===== config.mk =====
export PLATFORM = sky130hd
export DESIGN_NAME = mem_stream_loader
export DESIGN_NICKNAME = d
export VERILOG_FILES = /design/src/rtl/mem_stream_loader.sv
export SDC_FILE = /design/constraint.sdc
export NUM_CORES = 1
export LEC_CHECK = 0
export ABC_AREA = 1
export CAP_MARGIN = 20
export CORE_UTILIZATION = 57
export DETAILED_ROUTE_END_ITERATION = 12
export PLACE_DENSITY = 0.85
export SKIP_LAST_GASP = 1
export SLEW_MARGIN = 20
export SYNTH_ARGS = -nofsm -noshare
export SYNTH_HDL_FRONTEND = slang
export SYNTH_SLANG_ARGS = --single-unit

===== constraint.sdc =====
create_clock -name sys_clk -period 3.55 [get_ports sys_clk]
set_input_delay 0.71 -clock sys_clk [delete_from_list [all_inputs] [get_ports sys_clk]]
set_output_delay 0.71 -clock sys_clk [all_outputs]
set_load 0.02 [all_outputs]

===== src/rtl/mem_stream_loader.sv =====
// Byte-stream loader: packs bytes little-endian into 32-bit words, writes them to memory,
// reads them back and compares an additive checksum. Holds the core in reset meanwhile.
module mem_stream_loader #(
  parameter int unsigned ADDR_W     = 32,
  parameter int unsigned CNT_W      = 16,
  parameter int unsigned RD_TIMEOUT = 64
) (
  input  logic              sys_clk,
  input  logic              reset,
  input  logic              start,
  input  logic [ADDR_W-1:0] base_addr,
  input  logic [CNT_W-1:0]  word_count,
  input  logic              in_valid,
  output logic              in_ready,
  input  logic [7:0]        in_data,
  output logic              mem_read_cmd_valid,
  output logic              mem_write_cmd_valid,
  output logic [ADDR_W-1:0] mem_addr,
  output logic [31:0]       mem_write_data,
  output logic              mem_write_data_valid,
  output logic [3:0]        mem_write_data_size,
  input  logic [31:0]       mem_read_data,
  input  logic              mem_read_data_valid,
  output logic              busy,
  output logic              core_hold,
  output logic              done,
  output logic              error,
  output logic [31:0]       checksum
);

  localparam int unsigned TmrW = $clog2(RD_TIMEOUT + 1);

  typedef enum logic [2:0] {
    StIdle,
    StCollect,
    StWrite,
    StRdReq,
    StRdWait,
    StDone
  } state_e;

  state_e            state_q;
  logic [ADDR_W-1:0] base_q;
  logic [CNT_W-1:0]  cnt_q;
  logic [CNT_W-1:0]  idx_q;
  logic [1:0]        lane_q;
  logic [31:0]       word_q;
  logic [31:0]       rb_sum_q;
  logic [TmrW-1:0]   tmr_q;
  logic              in_ready_q;
  logic              rd_cmd_q;
  logic              wr_cmd_q;
  logic [ADDR_W-1:0] addr_q;
  logic [31:0]       wdata_q;
  logic [3:0]        wsize_q;
  logic              busy_q;
  logic              hold_q;
  logic              done_q;
  logic              error_q;
  logic [31:0]       checksum_q;

  logic [CNT_W-1:0]  idx_inc;
  logic [ADDR_W-1:0] addr_cur;
  logic [ADDR_W-1:0] addr_nxt;
  logic [31:0]       rb_sum_nx;
  logic              tmr_expire;

  always_comb begin
    idx_inc    = idx_q + 1'b1;
    addr_cur   = base_q + ADDR_W'({idx_q, 2'b00});
    addr_nxt   = base_q + ADDR_W'({idx_inc, 2'b00});
    rb_sum_nx  = rb_sum_q + mem_read_data;
    // Expiring at RD_TIMEOUT-2 makes DONE/error appear RD_TIMEOUT cycles after the read strobe.
    tmr_expire = (tmr_q == TmrW'(RD_TIMEOUT - 2));
  end

  always_ff @(posedge sys_clk) begin
    if (reset) begin
      state_q    <= StIdle;
      base_q     <= '0;
      cnt_q      <= '0;
      idx_q      <= '0;
      lane_q     <= '0;
      word_q     <= '0;
      rb_sum_q   <= '0;
      tmr_q      <= '0;
      in_ready_q <= 1'b0;
      rd_cmd_q   <= 1'b0;
      wr_cmd_q   <= 1'b0;
      addr_q     <= '0;
      wdata_q    <= '0;
      wsize_q    <= '0;
      busy_q     <= 1'b0;
      hold_q     <= 1'b0;
      done_q     <= 1'b0;
      error_q    <= 1'b0;
      checksum_q <= '0;
    end else begin
      case (state_q)
        StIdle, StDone: begin
          if (start) begin
            base_q     <= base_addr & ~ADDR_W'(3);
            cnt_q      <= word_count;
            idx_q      <= '0;
            lane_q     <= '0;
            rb_sum_q   <= '0;
            checksum_q <= '0;
            error_q    <= 1'b0;
            if (word_count == '0) begin
              state_q <= StDone;
              done_q  <= 1'b1;
              hold_q  <= 1'b0;
            end else begin
              state_q    <= StCollect;
              done_q     <= 1'b0;
              hold_q     <= 1'b1;
              busy_q     <= 1'b1;
              in_ready_q <= 1'b1;
            end
          end
        end
        StCollect: begin
          if (in_valid) begin
            word_q[8*lane_q +: 8] <= in_data;
            lane_q                <= lane_q + 1'b1;
            if (lane_q == 2'd3) begin
              state_q    <= StWrite;
              in_ready_q <= 1'b0;
              wr_cmd_q   <= 1'b1;
              wsize_q    <= 4'hF;
              addr_q     <= addr_cur;
              wdata_q    <= {in_data, word_q[23:0]};
            end
          end
        end
        StWrite: begin
          wr_cmd_q   <= 1'b0;
          checksum_q <= checksum_q + wdata_q;
          if (idx_inc == cnt_q) begin
            idx_q    <= '0;
            state_q  <= StRdReq;
            rd_cmd_q <= 1'b1;
            addr_q   <= base_q;
          end else begin
            idx_q      <= idx_inc;
            state_q    <= StCollect;
            in_ready_q <= 1'b1;
          end
        end
        StRdReq: begin
          rd_cmd_q <= 1'b0;
          tmr_q    <= '0;
          state_q  <= StRdWait;
        end
        StRdWait: begin
          if (mem_read_data_valid) begin
            rb_sum_q <= rb_sum_nx;
            idx_q    <= idx_inc;
            if (idx_inc == cnt_q) begin
              state_q <= StDone;
              done_q  <= 1'b1;
              busy_q  <= 1'b0;
              hold_q  <= 1'b0;
              error_q <= (rb_sum_nx != checksum_q);
            end else begin
              state_q  <= StRdReq;
              rd_cmd_q <= 1'b1;
              addr_q   <= addr_nxt;
            end
          end else if (tmr_expire) begin
            state_q <= StDone;
            done_q  <= 1'b1;
            busy_q  <= 1'b0;
            hold_q  <= 1'b0;
            error_q <= 1'b1;
          end else begin
            tmr_q <= tmr_q + 1'b1;
          end
        end
        default: state_q <= StIdle;
      endcase
    end
  end

  assign in_ready             = in_ready_q;
  assign mem_read_cmd_valid   = rd_cmd_q;
  assign mem_write_cmd_valid  = wr_cmd_q;
  assign mem_write_data_valid = wr_cmd_q;
  assign mem_addr             = addr_q;
  assign mem_write_data       = wdata_q;
  assign mem_write_data_size  = wsize_q;
  assign busy                 = busy_q;
  assign core_hold            = hold_q;
  assign done                 = done_q;
  assign error                = error_q;
  assign checksum             = checksum_q;

endmodule


# --- Word level (Yosys, flattened, before mapping) ---
# Cells that the tools add are included.
word_totals:
  regBits: 242
  inputBits: 93
  output_inout_bits: 108
  word_cells: 135
classes:
  addsub: 8
  n_eq_ne: 21
  n_shift: 2
  n_mux: 58
  reduce_logical: 27
ops:
  columns: ["op", "count"]
  rows:
  - ["32-bit 2-to-1 mux", 7]
  - ["32-bit case mux with 2 select lines", 2]
  - ["32-bit case mux with 3 select lines", 1]
  - ["32-bit by 18-bit adder with 32-bit output", 2]
  - ["32-bit adder", 2]
  - ["16-bit 2-to-1 mux", 3]
  - ["16-bit case mux with 3 select lines", 1]
  - ["5-bit negator with 34-bit output", 1]
  - ["8-bit by 34-bit variable shift with 32-bit output, first input constant", 1]
  - ["8-bit by 34-bit variable part select with 32-bit output", 1]
  - ["32-bit bitwise mux", 1]
  - ["32-bit inequality test", 1]
  - ["1-bit 2-to-1 mux", 21]
  - ["3-bit 2-to-1 mux", 7]
  - ["2-bit inequality test, second input constant", 10]
  - ["3-bit AND reduction", 6]
  - ["16-bit by 1-bit adder with 16-bit output, second input constant", 1]
  - ["16-bit equality test", 1]
  - ["16-bit logical NOT", 1]
  - ["3-bit case mux with 5 select lines", 1]
  - ["7-bit 2-to-1 mux", 2]
  - ["7-bit case mux with 2 select lines", 1]
  - ["4-bit AND reduction", 3]
  - ["6-bit AND reduction", 2]
  - ["18 further kinds", 37]

# --- Logic depth before layout (Yosys ltp) ---
depth:
  ltp_word: 5
  depth_mapped: 25
  depth_no_buf: 23

# --- Worst setup path after synthesis ---
# Ideal clock, no wire load.
synth_path:
  kind: "register -> register"
  start: "register state_q[2]"
  end: "register addr_q[24], in the netlist mem_addr[24]"
  setup_time_ps: 113
  arrival_ps: 3188
  t_required_ps: 3437
  setup_slack_ps: 249
  stages_incl_launch_ff: 26
  n_path_buf: 2
  period_less_slack_ps: 3301
  path_cell_list: "dfxtp_1 > inv_1 > nor2_1 > inv_1 > nor2_1 > clkbuf_1 > clkbuf_1 > ha_1 > inv_1 > ha_1 > fa_1 > nand3_1 > nand3_1 > nand2_1 > nand2_1 > nand2_1 > nand2_1 > nand4_1 > nand2_1 > nand2_1 > nand2_1 > nand3_1 > xor2_1 > inv_1 > nor2_2 > nor2_1"
synth_between:
  elab_chain_len: 3
  elab_cells_between_ends: 11
  classes_between: "8 x eq/ne; 1 x mux; 2 x reduce/logical"
synth_rtl:
  columns: ["item", "line_no", "text"]
  rows:
  - ["start: declaration", "42", "state_e state_q;"]
  - ["start signal: assignment", "79", "state_q <= StIdle;"]
  - ["start signal: assignment", "110", "state_q <= StDone;"]
  - ["start signal: assignment", "114", "state_q <= StCollect;"]
  - ["3-bit equality test (tied with other cells)", "99", "case (state_q)"]
  - ["2-bit inequality test (no line) / 3-bit nonzero test (equally long branches)", null, null]
  - ["6-bit AND reduction (no line)", null, null]
  - ["end signal: assignment", "131", "addr_q <= addr_cur;"]
  - ["end signal: assignment", "143", "addr_q <= base_q;"]
  - ["end signal: assignment", "168", "addr_q <= addr_nxt;"]
  - ["end: declaration", "53", "logic [ADDR_W-1:0] addr_q;"]
# Parallel ways exist; a longest one is shown, timed or not.
# A chain may end at the register's enable or synchronous reset.

# --- Worst setup path after layout ---
# Ends and elaborated chain as after synthesis.

==> flow_metrics.py <==
metrics = {
    "detailed_routing": {
        "vias_per_cell": 5.61,
        "wl_met1_mm": 19.7,
        "drtAntennaViolNets": 0,
        "first_pass_iters": 5,
        "drcViolationCount": 0,
        "wl_met2_mm": 23.1,
        "drtIter0Drc": 1376,
        "wire_per_inst_um": 16.2,
        "vias": 16800,
        "top_layer_used": "met4",
        "drt-total-wl_mm": 48.4,
        "dr_wl_met3_mm": 2.89,
    },
    "setup_path": {
        "r2r_slack_ns": 0.23,
        "worstPathRequired_ns": 3.98,
        "cp_common_cell": "nand2_1",
        "crit_family": "simple AND/OR/NAND/NOR gates",
        "max_stage_delay_ns": 0.41,
        "cp_num_buf_inv": 5,
        "crit_path_end_kind": "flip-flop",
        "cp-start-kind": "flip-flop",
        "crit_chain": "inv_1 -> nor2_2 -> inv_1 -> nor2_4 -> buf_6 -> ha_1 -> inv_1 -> ha_1 -> fa_1 -> nand3_1 -> nand3_1 -> nand2_1 -> nand2_1 -> nand2_1 -> nand2_1 -> nand4_1 -> nand2_1 -> nand2_1 -> nand2_2 -> nand3_1 -> xor2_1 -> inv_1 -> nor2_2 -> nor2_1",
        "crit_fanout": 11,
        "crit_slowest_cell": "fa_1",
        "worst-setup-path-type": "reg -> reg",
        "critical_path_arrival_ns": 3.75,
    },
    "sta": {
        "period_share_pct": 93.4,
        "setup_slack_ns": 0.233,
        "drv_slew": 0,
        "worst_pin_slew_ns": 0.949,
        "post-route-min-period_ns": 3.32,
        "finClkSkew_ns": 0.0119,
        "setup_violations": 0,
        "relSlewSlack_pct": 36.7,
        "hold_viol_final": 0,
        "max_freq_ghz": 0.302,
    },
    "clocking": {
        "clk_pin_slew_worst_paths_ns": 0.06,
        "cts.htree.levels": 1,
        "numCtsBuffers": 27,
        "cts_sinks": 232,
        "cts_root_buf": "clkbuf_16",
        "clock_path_buffers": 3,
        "post-cts-setup-buffers": 0,
        "insertion_delay_ns": 0.54,
        "cts_tree": "built",
    },
    "floorplanning": {
        "die_x_um": 167,
        "die_y_um": 167,
        "top_level_ports": 201,
        "die-area_um2": 28000,
        "core_um2": 26900,
        "start_util_pct": 58.0,
        "fp-row-count": 60,
    },
    "global_route": {
        "grt_overflow": 0,
        "grt_pass1_wl_mm": 76.6,
        "globalRouteTotalUtil_pct": 33.6,
        "antenna_found_initial": 1,
        "grt_max_degree": 82,
        "grt_pass1_vias": 15600,
    },
    "outcome": {
        "status": "finished clean",
    },
    "logic_synthesis": {
        "async_flop_share_pct": 0,
        "yosysWarnings": 0,
        "synth_ff_type": "dfxtp_1",
        "ys_seq_elements": 232,
        "synth_cell_types": 50,
        "yosysSeqAreaShare_pct": 29.8,
        "syn_avg_cell_area_um2": 6.36,
        "syn_inst": 2451,
        "synth_area_um2": 15600,
        "synth_edf_count": 0,
    },
    "power_and_ir_drop": {
        "power_density_nw_per_um2": 491,
        "p_leak_nw": 8.58,
        "seq_power_share_pct": 34.1,
        "switchingPower_w": 0.00345,
        "combPwrFrac_pct": 33.3,
        "vdd_drop_max_mv": 0.486,
        "p_int_w": 0.00584,
        "swShare_pct": 37.1,
        "power.share.clock_pct": 32.6,
    },
    "placement": {
        "dp_slack_ns": 0.0627,
        "dpl.hpwl_mm": 36.7,
        "gp_congestion": 1.02,
        "port-buffer-count": 196,
    },
    "finish": {
        "fin_util_pct": 70.4,
        "nNetsFinal": 2812,
        "syn2layout_area_growth_pct": 21.2,
        "drive_above_1_share_pct": 5.74,
    },
    "min_path": {
        "hold_class": "reg -> reg",
    },
    "flow_run": {
        "maxCapViolCount": 0,
    },
}
-- synthesized netlist by cell type, types with 21 or more instances --
library cell | count | area share (%)
nand2_1 | 633 | 15
inv_1 | 291 | 7.0
a21oi_1 | 275 | 8.8
nor2_1 | 261 | 6.3
dfxtp_1 | 232 | 30
o21ai_0 | 190 | 6.1
nand3_1 | 130 | 4.2
ha_1 | 87 | 7.0
clkbuf_1 | 67 | 1.6
nand4_1 | 45 | 1.8
xor2_1 | 34 | 1.9
nand3b_1 | 25 | 1.2
nor2_2 | 21 | 0.84
nor3_1 | 21 | 0.67
-- cell families (layout without fill, tap and decap cells) --
kind of cell               Yosys count  in the layout  share of synthesized area [%]
xor gates and xnor gates            52             52                           3.68
AOI/OAI and AO/OA                  517            517                           17.2
adders and majority gates           90             90                           7.37
buffers and inverters              380            577                           9.62
and+or+nand+nor                   1179           1179                           32.3
DFF                                232            232                           29.8
other                                1              3                         0.0240
-- metrics by stage --
stage               area (µm²)  total power [W]  TNS (ns)  cells  hold WS (ns)
detailed placement       17900          0.00625         0   2940         0.446
finish                   18900          0.00929         0   2991         0.453
global placement         17900          0.00617         0   2940         0.442
global route             18900          0.00977   -0.0129   2990         0.474
CTS                      18900          0.00929         0   2989         0.456
floorplan                15600          0.00530         0   2452         0.430
-- power by group through the flow --
stage / Clock, W / Combinational (W) / Sequential (W)
2_1_floorplan: 0 / 0.00204 / 0.00327
3_3_place_gp: 0 / 0.00296 / 0.00320
3_5_place_dp: 0 / 0.00303 / 0.00321
4_1_cts: 0.00306 / 0.00307 / 0.00316
5_1_grt: 0.00314 / 0.00342 / 0.00320
6_report: 0.00303 / 0.00309 / 0.00317
-- state kept, by name, summed over array words and instances (netlist names), 2 cells and up --
name,flops
mem_write_data,32
word_q,24
base_q,30
rb_sum_q,32
lane_q,2
tmr_q,7
mem_addr,30
cnt_q,16
state_q,3
checksum,32
idx_q,16
-- layer usage --
metal / vias to the layer above / track usage (%)
li1: 8362 / -
met1: 7580 / 39.6
met2: 658 / 59.5
met3: 170 / 4.02
met4: 0 / 17.8
met5: - / 0
-- worst register-to-register path: stages, from the launching register on --
cell and delay, ns:
dfxtp_2 0.36, inv_1 0.06, nor2_2 0.12, inv_1 0.11, nor2_4 0.16, buf_6 0.18
ha_1 0.14, inv_1 0.07, ha_1 0.21, fa_1 0.41, nand3_1 0.09, nand3_1 0.08
nand2_1 0.09, nand2_1 0.06, nand2_1 0.07, nand2_1 0.10, nand4_1 0.09, nand2_1 0.09
nand2_1 0.08, nand2_2 0.12, nand3_1 0.11, xor2_1 0.17, inv_1 0.07, nor2_2 0.12
nor2_1 0.06
-- cell usage in the layout, fill, tap and decap left out, types with 3 or more instances in the layout --
cell             count
nor4_1               6
ha_1                87
a221oi_1             4
xor2_1              34
fa_1                 3
nand3_2              4
nor2_1             254
nand3b_1            25
nor2_2              27
and2_1               3
clkbuf_8             6
inv_2                5
buf_4               35
clkdlybuf4s50_1    195
nor3_1              21
dfxtp_1            228
clkbuf_16           27
o21ai_0            187
or2_2                8
bufinv_16            5
dfxtp_2              4
clkbuf_1             3
nand3_1            130
a21oi_1            275
clkinv_2             5
or3_1                6
inv_1              289
nand4_1             45
o21ai_1             21
nand2_1            632
xor3_1               6
o21bai_1             6
nor2_4               3
xnor2_1              8
nand2_2              7
a21o_1               3
o21a_1               7
-- path summary, 6_finish.rpt --
kind              start                  to  depth (start not counted)
max          state_q[2]        mem_addr[24]                         24
min          word_q[17]  mem_write_data[17]                          2
max reg2reg  state_q[2]        mem_addr[24]                         24
min reg2reg  word_q[17]  mem_write_data[17]                          2
-- timing repair --
item                       4_1_cts  5_1_grt
gates resized for setup          0       17
hold buffers                     0        0
setup endpoints to repair        0       20
-- final cells by class --
class / count / area, µm²
well taps: 341 / 427
inverters: 295 / 1110
clock buffers: 36 / 769
multi-input cells: 1840 / 9500
clock inverters: 13 / 200
repair buffers: 233 / 2250
diodes: 1 / 2.50
fillers: 2368 / 7970
flip-flops and latches: 232 / 4650
Power figures use the tool's default switching activity.
